**config.mk**
```make
export PLATFORM = sky130hd
export DESIGN_NAME = wishbone_master_flat
export DESIGN_NICKNAME = d
export VERILOG_FILES = /design/src/rtl/wishbone_master_if.sv /design/src/rtl/wishbone_master.sv /design/src/flat_wrapper.sv
export SDC_FILE = /design/constraint.sdc
export NUM_CORES = 1
export LEC_CHECK = 0
export ABC_CLOCK_PERIOD_IN_PS = 2610
export CORE_ASPECT_RATIO = 1.5
export CORE_MARGIN = 4
export CORE_UTILIZATION = 50
export CTS_CLUSTER_DIAMETER = 30
export CTS_CLUSTER_SIZE = 25
export DETAILED_ROUTE_END_ITERATION = 6
export DONT_BUFFER_PORTS = 1
export SYNTH_ARGS = -nofsm -noshare
export SYNTH_HDL_FRONTEND = slang
export SYNTH_SLANG_ARGS = --single-unit
export TNS_END_PERCENT = 20
```
**constraint.sdc**
```tcl
create_clock -name clk_i -period 2.61 [get_ports clk_i]
set_input_delay 0.522 -clock clk_i [delete_from_list [all_inputs] [get_ports clk_i]]
set_output_delay 0.522 -clock clk_i [all_outputs]
set_load 0.03 [all_outputs]
```
**src/rtl/wishbone_master_if.sv**
```systemverilog
// Request/response port and Wishbone classic bus of the single-transfer initiator.
// The master modport is the initiator side; the slave modport is its counterpart.
interface wishbone_master_if;
  logic        cmd_valid_i;
  logic        cmd_ready_o;
  logic        cmd_we_i;
  logic [11:0] cmd_adr_i;
  logic [7:0]  cmd_dat_i;
  logic        rsp_valid_o;
  logic [7:0]  rsp_dat_o;
  logic [1:0]  rsp_status_o;
  logic [11:0] adr_o;
  logic        we_o;
  logic        stb_o;
  logic        cyc_o;
  logic [7:0]  dat_o;
  logic [7:0]  dat_i;
  logic        ack_i;
  logic        err_i;
  logic        rty_i;

  modport master (
    input  cmd_valid_i, cmd_we_i, cmd_adr_i, cmd_dat_i, dat_i, ack_i, err_i, rty_i,
    output cmd_ready_o, rsp_valid_o, rsp_dat_o, rsp_status_o,
    output adr_o, we_o, stb_o, cyc_o, dat_o
  );

  modport slave (
    output cmd_valid_i, cmd_we_i, cmd_adr_i, cmd_dat_i, dat_i, ack_i, err_i, rty_i,
    input  cmd_ready_o, rsp_valid_o, rsp_dat_o, rsp_status_o,
    input  adr_o, we_o, stb_o, cyc_o, dat_o
  );
endinterface

```
**src/rtl/wishbone_master.sv**
```systemverilog
// Wishbone classic single-transfer initiator with bounded retry on rty.
// Define WB_MASTER_TIMEOUT_EN to build the watchdog that aborts a silent cycle.
module wishbone_master #(
  parameter int MAX_RETRY = 3,
  parameter int TIMEOUT   = 15
) (
  input logic                clk_i,
  input logic                rst_i,
  wishbone_master_if.master  bus
);

  typedef enum logic [1:0] {IDLE, BUS, BACKOFF, DONE} state_t;

  localparam logic [1:0] ST_OK      = 2'b00;
  localparam logic [1:0] ST_ERR     = 2'b01;
  localparam logic [1:0] ST_RETRY   = 2'b10;
  localparam logic [1:0] ST_TIMEOUT = 2'b11;

  if (MAX_RETRY < 0 || MAX_RETRY > 15) begin : g_bad_max_retry
    $error("wishbone_master: MAX_RETRY must be 0..15");
  end
  if (TIMEOUT < 1 || TIMEOUT > 255) begin : g_bad_timeout
    $error("wishbone_master: TIMEOUT must be 1..255");
  end

  state_t     state;
  logic [3:0] retry_cnt;
`ifdef WB_MASTER_TIMEOUT_EN
  logic [7:0] tmo_cnt;
`endif

  logic       bus_done;
  logic       bus_retry;
  logic [1:0] bus_status;
  logic [7:0] bus_rdata;

  assign bus.cmd_ready_o = (state == IDLE) && !rst_i;

  // Termination decode while in BUS; err beats ack beats rty beats the watchdog.
  // NOTE: every output gets a default first so no path leaves it unassigned (no latch).
  always_comb begin
    bus_done   = 1'b0;
    bus_retry  = 1'b0;
    bus_status = ST_OK;
    bus_rdata  = '0;
    if (bus.err_i) begin
      bus_done   = 1'b1;
      bus_status = ST_ERR;
    end else if (bus.ack_i) begin
      bus_done  = 1'b1;
      bus_rdata = bus.we_o ? 8'h00 : bus.dat_i;
    end else if (bus.rty_i) begin
      if (retry_cnt < 4'(MAX_RETRY)) begin
        bus_retry = 1'b1;
      end else begin
        bus_done   = 1'b1;
        bus_status = ST_RETRY;
      end
    end
`ifdef WB_MASTER_TIMEOUT_EN
    else if (tmo_cnt == 8'(TIMEOUT - 1)) begin
      bus_done   = 1'b1;
      bus_status = ST_TIMEOUT;
    end
`endif
  end

  // NOTE: sequential state uses non-blocking assignments so every register samples pre-edge values.
  always_ff @(posedge clk_i or posedge rst_i) begin
    if (rst_i) begin
      state            <= IDLE;
      retry_cnt        <= '0;
`ifdef WB_MASTER_TIMEOUT_EN
      tmo_cnt          <= '0;
`endif
      bus.cyc_o        <= 1'b0;
      bus.stb_o        <= 1'b0;
      bus.we_o         <= 1'b0;
      bus.adr_o        <= '0;
      bus.dat_o        <= '0;
      bus.rsp_valid_o  <= 1'b0;
      bus.rsp_dat_o    <= '0;
      bus.rsp_status_o <= ST_OK;
    end else begin
      bus.rsp_valid_o <= 1'b0;
      case (state)
        IDLE: begin
          if (bus.cmd_valid_i) begin
            // adr_o/we_o/dat_o double as the command latch for the whole transfer
            bus.adr_o <= bus.cmd_adr_i;
            bus.we_o  <= bus.cmd_we_i;
            bus.dat_o <= bus.cmd_we_i ? bus.cmd_dat_i : 8'h00;
            retry_cnt <= '0;
`ifdef WB_MASTER_TIMEOUT_EN
            tmo_cnt   <= '0;
`endif
            bus.cyc_o <= 1'b1;
            bus.stb_o <= 1'b1;
            state     <= BUS;
          end
        end
        BUS: begin
          if (bus_done) begin
            bus.cyc_o        <= 1'b0;
            bus.stb_o        <= 1'b0;
            bus.rsp_valid_o  <= 1'b1;
            bus.rsp_status_o <= bus_status;
            bus.rsp_dat_o    <= bus_rdata;
            state            <= DONE;
          end else if (bus_retry) begin
            retry_cnt <= retry_cnt + 4'd1;
            bus.cyc_o <= 1'b0;
            bus.stb_o <= 1'b0;
            state     <= BACKOFF;
          end else begin
`ifdef WB_MASTER_TIMEOUT_EN
            tmo_cnt <= tmo_cnt + 8'd1;
`endif
          end
        end
        BACKOFF: begin
`ifdef WB_MASTER_TIMEOUT_EN
          tmo_cnt <= '0;
`endif
          bus.cyc_o <= 1'b1;
          bus.stb_o <= 1'b1;
          state     <= BUS;
        end
        DONE: begin
          state <= IDLE;
        end
        default: begin
          state <= IDLE;
        end
      endcase
    end
  end

endmodule

```
**src/flat_wrapper.sv**
```systemverilog
// flat-port wrapper written by rule: the top's interface ports become plain ports
module wishbone_master_flat 
#(
  parameter int MAX_RETRY = 3,
  parameter int TIMEOUT   = 15
)
  (clk_i, rst_i, bus_cmd_valid_i, bus_cmd_we_i, bus_cmd_adr_i, bus_cmd_dat_i, bus_dat_i, bus_ack_i, bus_err_i, bus_rty_i, bus_cmd_ready_o, bus_rsp_valid_o, bus_rsp_dat_o, bus_rsp_status_o, bus_adr_o, bus_we_o, bus_stb_o, bus_cyc_o, bus_dat_o);
  wishbone_master_if bus_i ();
  input logic clk_i;
  input logic rst_i;
  input wire logic [$bits(bus_i.cmd_valid_i)-1:0] bus_cmd_valid_i;
  input wire logic [$bits(bus_i.cmd_we_i)-1:0] bus_cmd_we_i;
  input wire logic [$bits(bus_i.cmd_adr_i)-1:0] bus_cmd_adr_i;
  input wire logic [$bits(bus_i.cmd_dat_i)-1:0] bus_cmd_dat_i;
  input wire logic [$bits(bus_i.dat_i)-1:0] bus_dat_i;
  input wire logic [$bits(bus_i.ack_i)-1:0] bus_ack_i;
  input wire logic [$bits(bus_i.err_i)-1:0] bus_err_i;
  input wire logic [$bits(bus_i.rty_i)-1:0] bus_rty_i;
  output wire logic [$bits(bus_i.cmd_ready_o)-1:0] bus_cmd_ready_o;
  output wire logic [$bits(bus_i.rsp_valid_o)-1:0] bus_rsp_valid_o;
  output wire logic [$bits(bus_i.rsp_dat_o)-1:0] bus_rsp_dat_o;
  output wire logic [$bits(bus_i.rsp_status_o)-1:0] bus_rsp_status_o;
  output wire logic [$bits(bus_i.adr_o)-1:0] bus_adr_o;
  output wire logic [$bits(bus_i.we_o)-1:0] bus_we_o;
  output wire logic [$bits(bus_i.stb_o)-1:0] bus_stb_o;
  output wire logic [$bits(bus_i.cyc_o)-1:0] bus_cyc_o;
  output wire logic [$bits(bus_i.dat_o)-1:0] bus_dat_o;
  assign bus_i.cmd_valid_i = bus_cmd_valid_i;
  assign bus_i.cmd_we_i = bus_cmd_we_i;
  assign bus_i.cmd_adr_i = bus_cmd_adr_i;
  assign bus_i.cmd_dat_i = bus_cmd_dat_i;
  assign bus_i.dat_i = bus_dat_i;
  assign bus_i.ack_i = bus_ack_i;
  assign bus_i.err_i = bus_err_i;
  assign bus_i.rty_i = bus_rty_i;
  assign bus_cmd_ready_o = bus_i.cmd_ready_o;
  assign bus_rsp_valid_o = bus_i.rsp_valid_o;
  assign bus_rsp_dat_o = bus_i.rsp_dat_o;
  assign bus_rsp_status_o = bus_i.rsp_status_o;
  assign bus_adr_o = bus_i.adr_o;
  assign bus_we_o = bus_i.we_o;
  assign bus_stb_o = bus_i.stb_o;
  assign bus_cyc_o = bus_i.cyc_o;
  assign bus_dat_o = bus_i.dat_o;
  wishbone_master #(.MAX_RETRY(MAX_RETRY), .TIMEOUT(TIMEOUT)) u_core (.clk_i(clk_i), .rst_i(rst_i), .bus(bus_i));
endmodule
```
==> impl_metrics.ini <==
[run_status]
status = finished, final reports clean

[global_route]
busiest_layer = met2
grt_max_degree = 40
first_global_vias = 1035
grt_overflow = 0
use_met1_pct = 18.8
grt.met3_usage_pct = 6.14
grt_usage_pct = 16.2
met2_usage_pct = 25.3
antenna_found_initial = 0
grt_pass1_wl_mm = 4.97

[layout]
final_common_cell = dfrtp_1
final_cell_area_um2 = 1790
layout_common_cells = dfrtp_1, nand2_1, mux2_4, inv_1, mux2i_1
final_layout_size_suffix_gt1_share_pct = 16.1
num-nets-final = 178
area_growth_pct = 10.2
insertedDiodeCount = 0

[worst_setup_path]
cp_slowest_cell = or3b_1
cp.arrival_ps = 1970
crit_type = reg2reg
required_ps = 2780
worstRegToRegCells = 4
r2r_setup_slack_ps = 800
path_cells = or3b_1 > buf_4 > nand2_1 > o21ai_1
endpoint_kind = register
r2r-end = u_core.bus.dat_o[6]
critPathTopFamily = simple AND/OR/NAND/NOR gates
worstSetupStartpointType = register
timing.rr.start = u_core.state[0]
cp_max_fo = 18
worst-path-buf-inv = 1
max_stage_delay_ps = 750
crit_start = u_core.state[0]

[routing]
routedWlPerCell_um = 16.6
vias = 989
drc = 0
drt.antenna.violating_nets = 0
drt-total-wl_mm = 3.03
drt_iter0_drc = 22
firstDrtPassIters = 4
vias_per_cell = 5.40

[clock_tree]
worstSkewPairLatency_ps = 280
cts_resized = 0
cts_buffer_depth = 2
cts_root_buffer = clkbuf_8
postCtsSetupBuffers = 0
cts-hold-fix-buffers = 0
htreeDepth = 2
clkSinkCount = 39
cts.reportedPaths.clkPinSlew_ps = 70
cts_tree = built
numCtsBuffers = 5

[place]
dpl_cell_area_um2 = 1670
dp_slack_ps = 759
portBuffers = 0
gp_congestion = 0.730
place_hpwl_mm = 2.28

[sta]
max_slew_margin_pct = 44.5
tightestPinTransition_ps = 833
setup_slack_ps = 803
min_period_over_period_pct = 69.2
setup_viol = 0
tns_ps = 0
skew_ps = 4.64
report.final.slew_viol_count = 0
rsz0062_at_grt = false
period_minus_slack_ps = 1810
hold_slack_ps = 228
finalHoldViolations = 0
clock.fmax_ghz = 0.553

[synth]
synth_area_leader_cell = dfrtp_1
synth_nets = 173
synthDistinctLibCells = 27
synth_area_leaders = dfrtp_1, mux2_4, mux2i_1
synth_top_area_share_pct = 60.0
syn_avg_cell_area_um2 = 11.9
syn_area_um2 = 1630
synthCells = 137
synth-seq-cells = 39
yosysWarnings = 0
ys_seq_area_share_pct = 60.0

[floorplan]
initial_core_util_pct = 52.0
die_area_um2 = 4250
io_pins = 70
num_rows = 25
die_w_um = 54.6
die_y_um = 77.9
fp.coreArea_um2 = 3130

[flow_run]
max_cap_viol_count = 0

[worst_hold_path]
hold_path.class = in2async

[power]
ir_drop_mv = 0.673
total_power_uw = 2480
power_density_nw_per_um2 = 1380
leakage_uw = 0.000866
## power breakdown
group	switching, uW	internal (uW)
Clock	200	309
Combinational	230	285
Sequential	622	831
## synthesized netlist by cell type (all sizes together)
master / count
and3: 1
o21ai: 9
inv: 10
clkbuf: 2
o22ai: 2
mux2i: 10
dfrtp: 39
buf: 5
nor3: 4
o22a: 1
ha: 1
a21oi: 1
nor3b: 1
nor2: 4
and2: 2
nor2b: 1
or3b: 1
nand3b: 1
nand2: 26
nand2b: 1
mux2: 14
nand4: 1
## worst max-delay path by stage
stage                                     end  cells after the start
final                     u_core.bus.dat_o[6]                      4
after detailed placement  u_core.bus.dat_o[6]                      4
after floorplan               bus_cmd_ready_o                      1
after global routing      u_core.bus.dat_o[4]                      4
after CTS                 u_core.bus.dat_o[6]                      4
after global placement    u_core.bus.dat_o[1]                      4
## kinds of logic (layout without fill, tap and decap cells)
group                      Yosys count  after routing  synth area share, %
AOI/OAI and AO/OA                   13             13                 4.38
buffers and inverters               17             23                 4.77
muxes                               24             24                 18.2
DFF                                 39             39                 60.0
and+or+nand+nor                     43             43                 11.9
adders and majority gates            1              1                0.769
## state kept, by name, indices dropped and copies added (netlist names)
name                     flops
u_core.bus.stb_o             1
u_core.bus.rsp_dat_o         8
u_core.bus.rsp_valid_o       1
u_core.bus.adr_o            12
u_core.bus.rsp_status_o      2
u_core.retry_cnt             4
u_core.bus.dat_o             8
u_core.state                 2
u_core.bus.we_o              1
## area by class of cell
type	count	area, um^2
Inverter	10	37.5
Tap cell	40	50.0
Multi-Input combinational cell	81	573
Sequential cell	39	976
Clock inverter	2	35.0
Clock buffer	6	82.6
Timing Repair Buffer	5	37.5
Fill cell	261	1340
## layer usage
layer  up-vias  share of wire (%)  wire [um]
met3         6                 10        316
met1       475                 37       1130
met2        49                 50       1530
li1        459                  -          -
met4         0                1.8         56
met5         -                  0          0
## stage by stage
stage	instances	utilization, %
CTS	183	57.3
global placement	175	53.5
global route	183	57.3
floorplan	137	-
finish	183	57.3
detailed placement	175	53.5
Note: power is estimated with default switching activity, not from simulation.
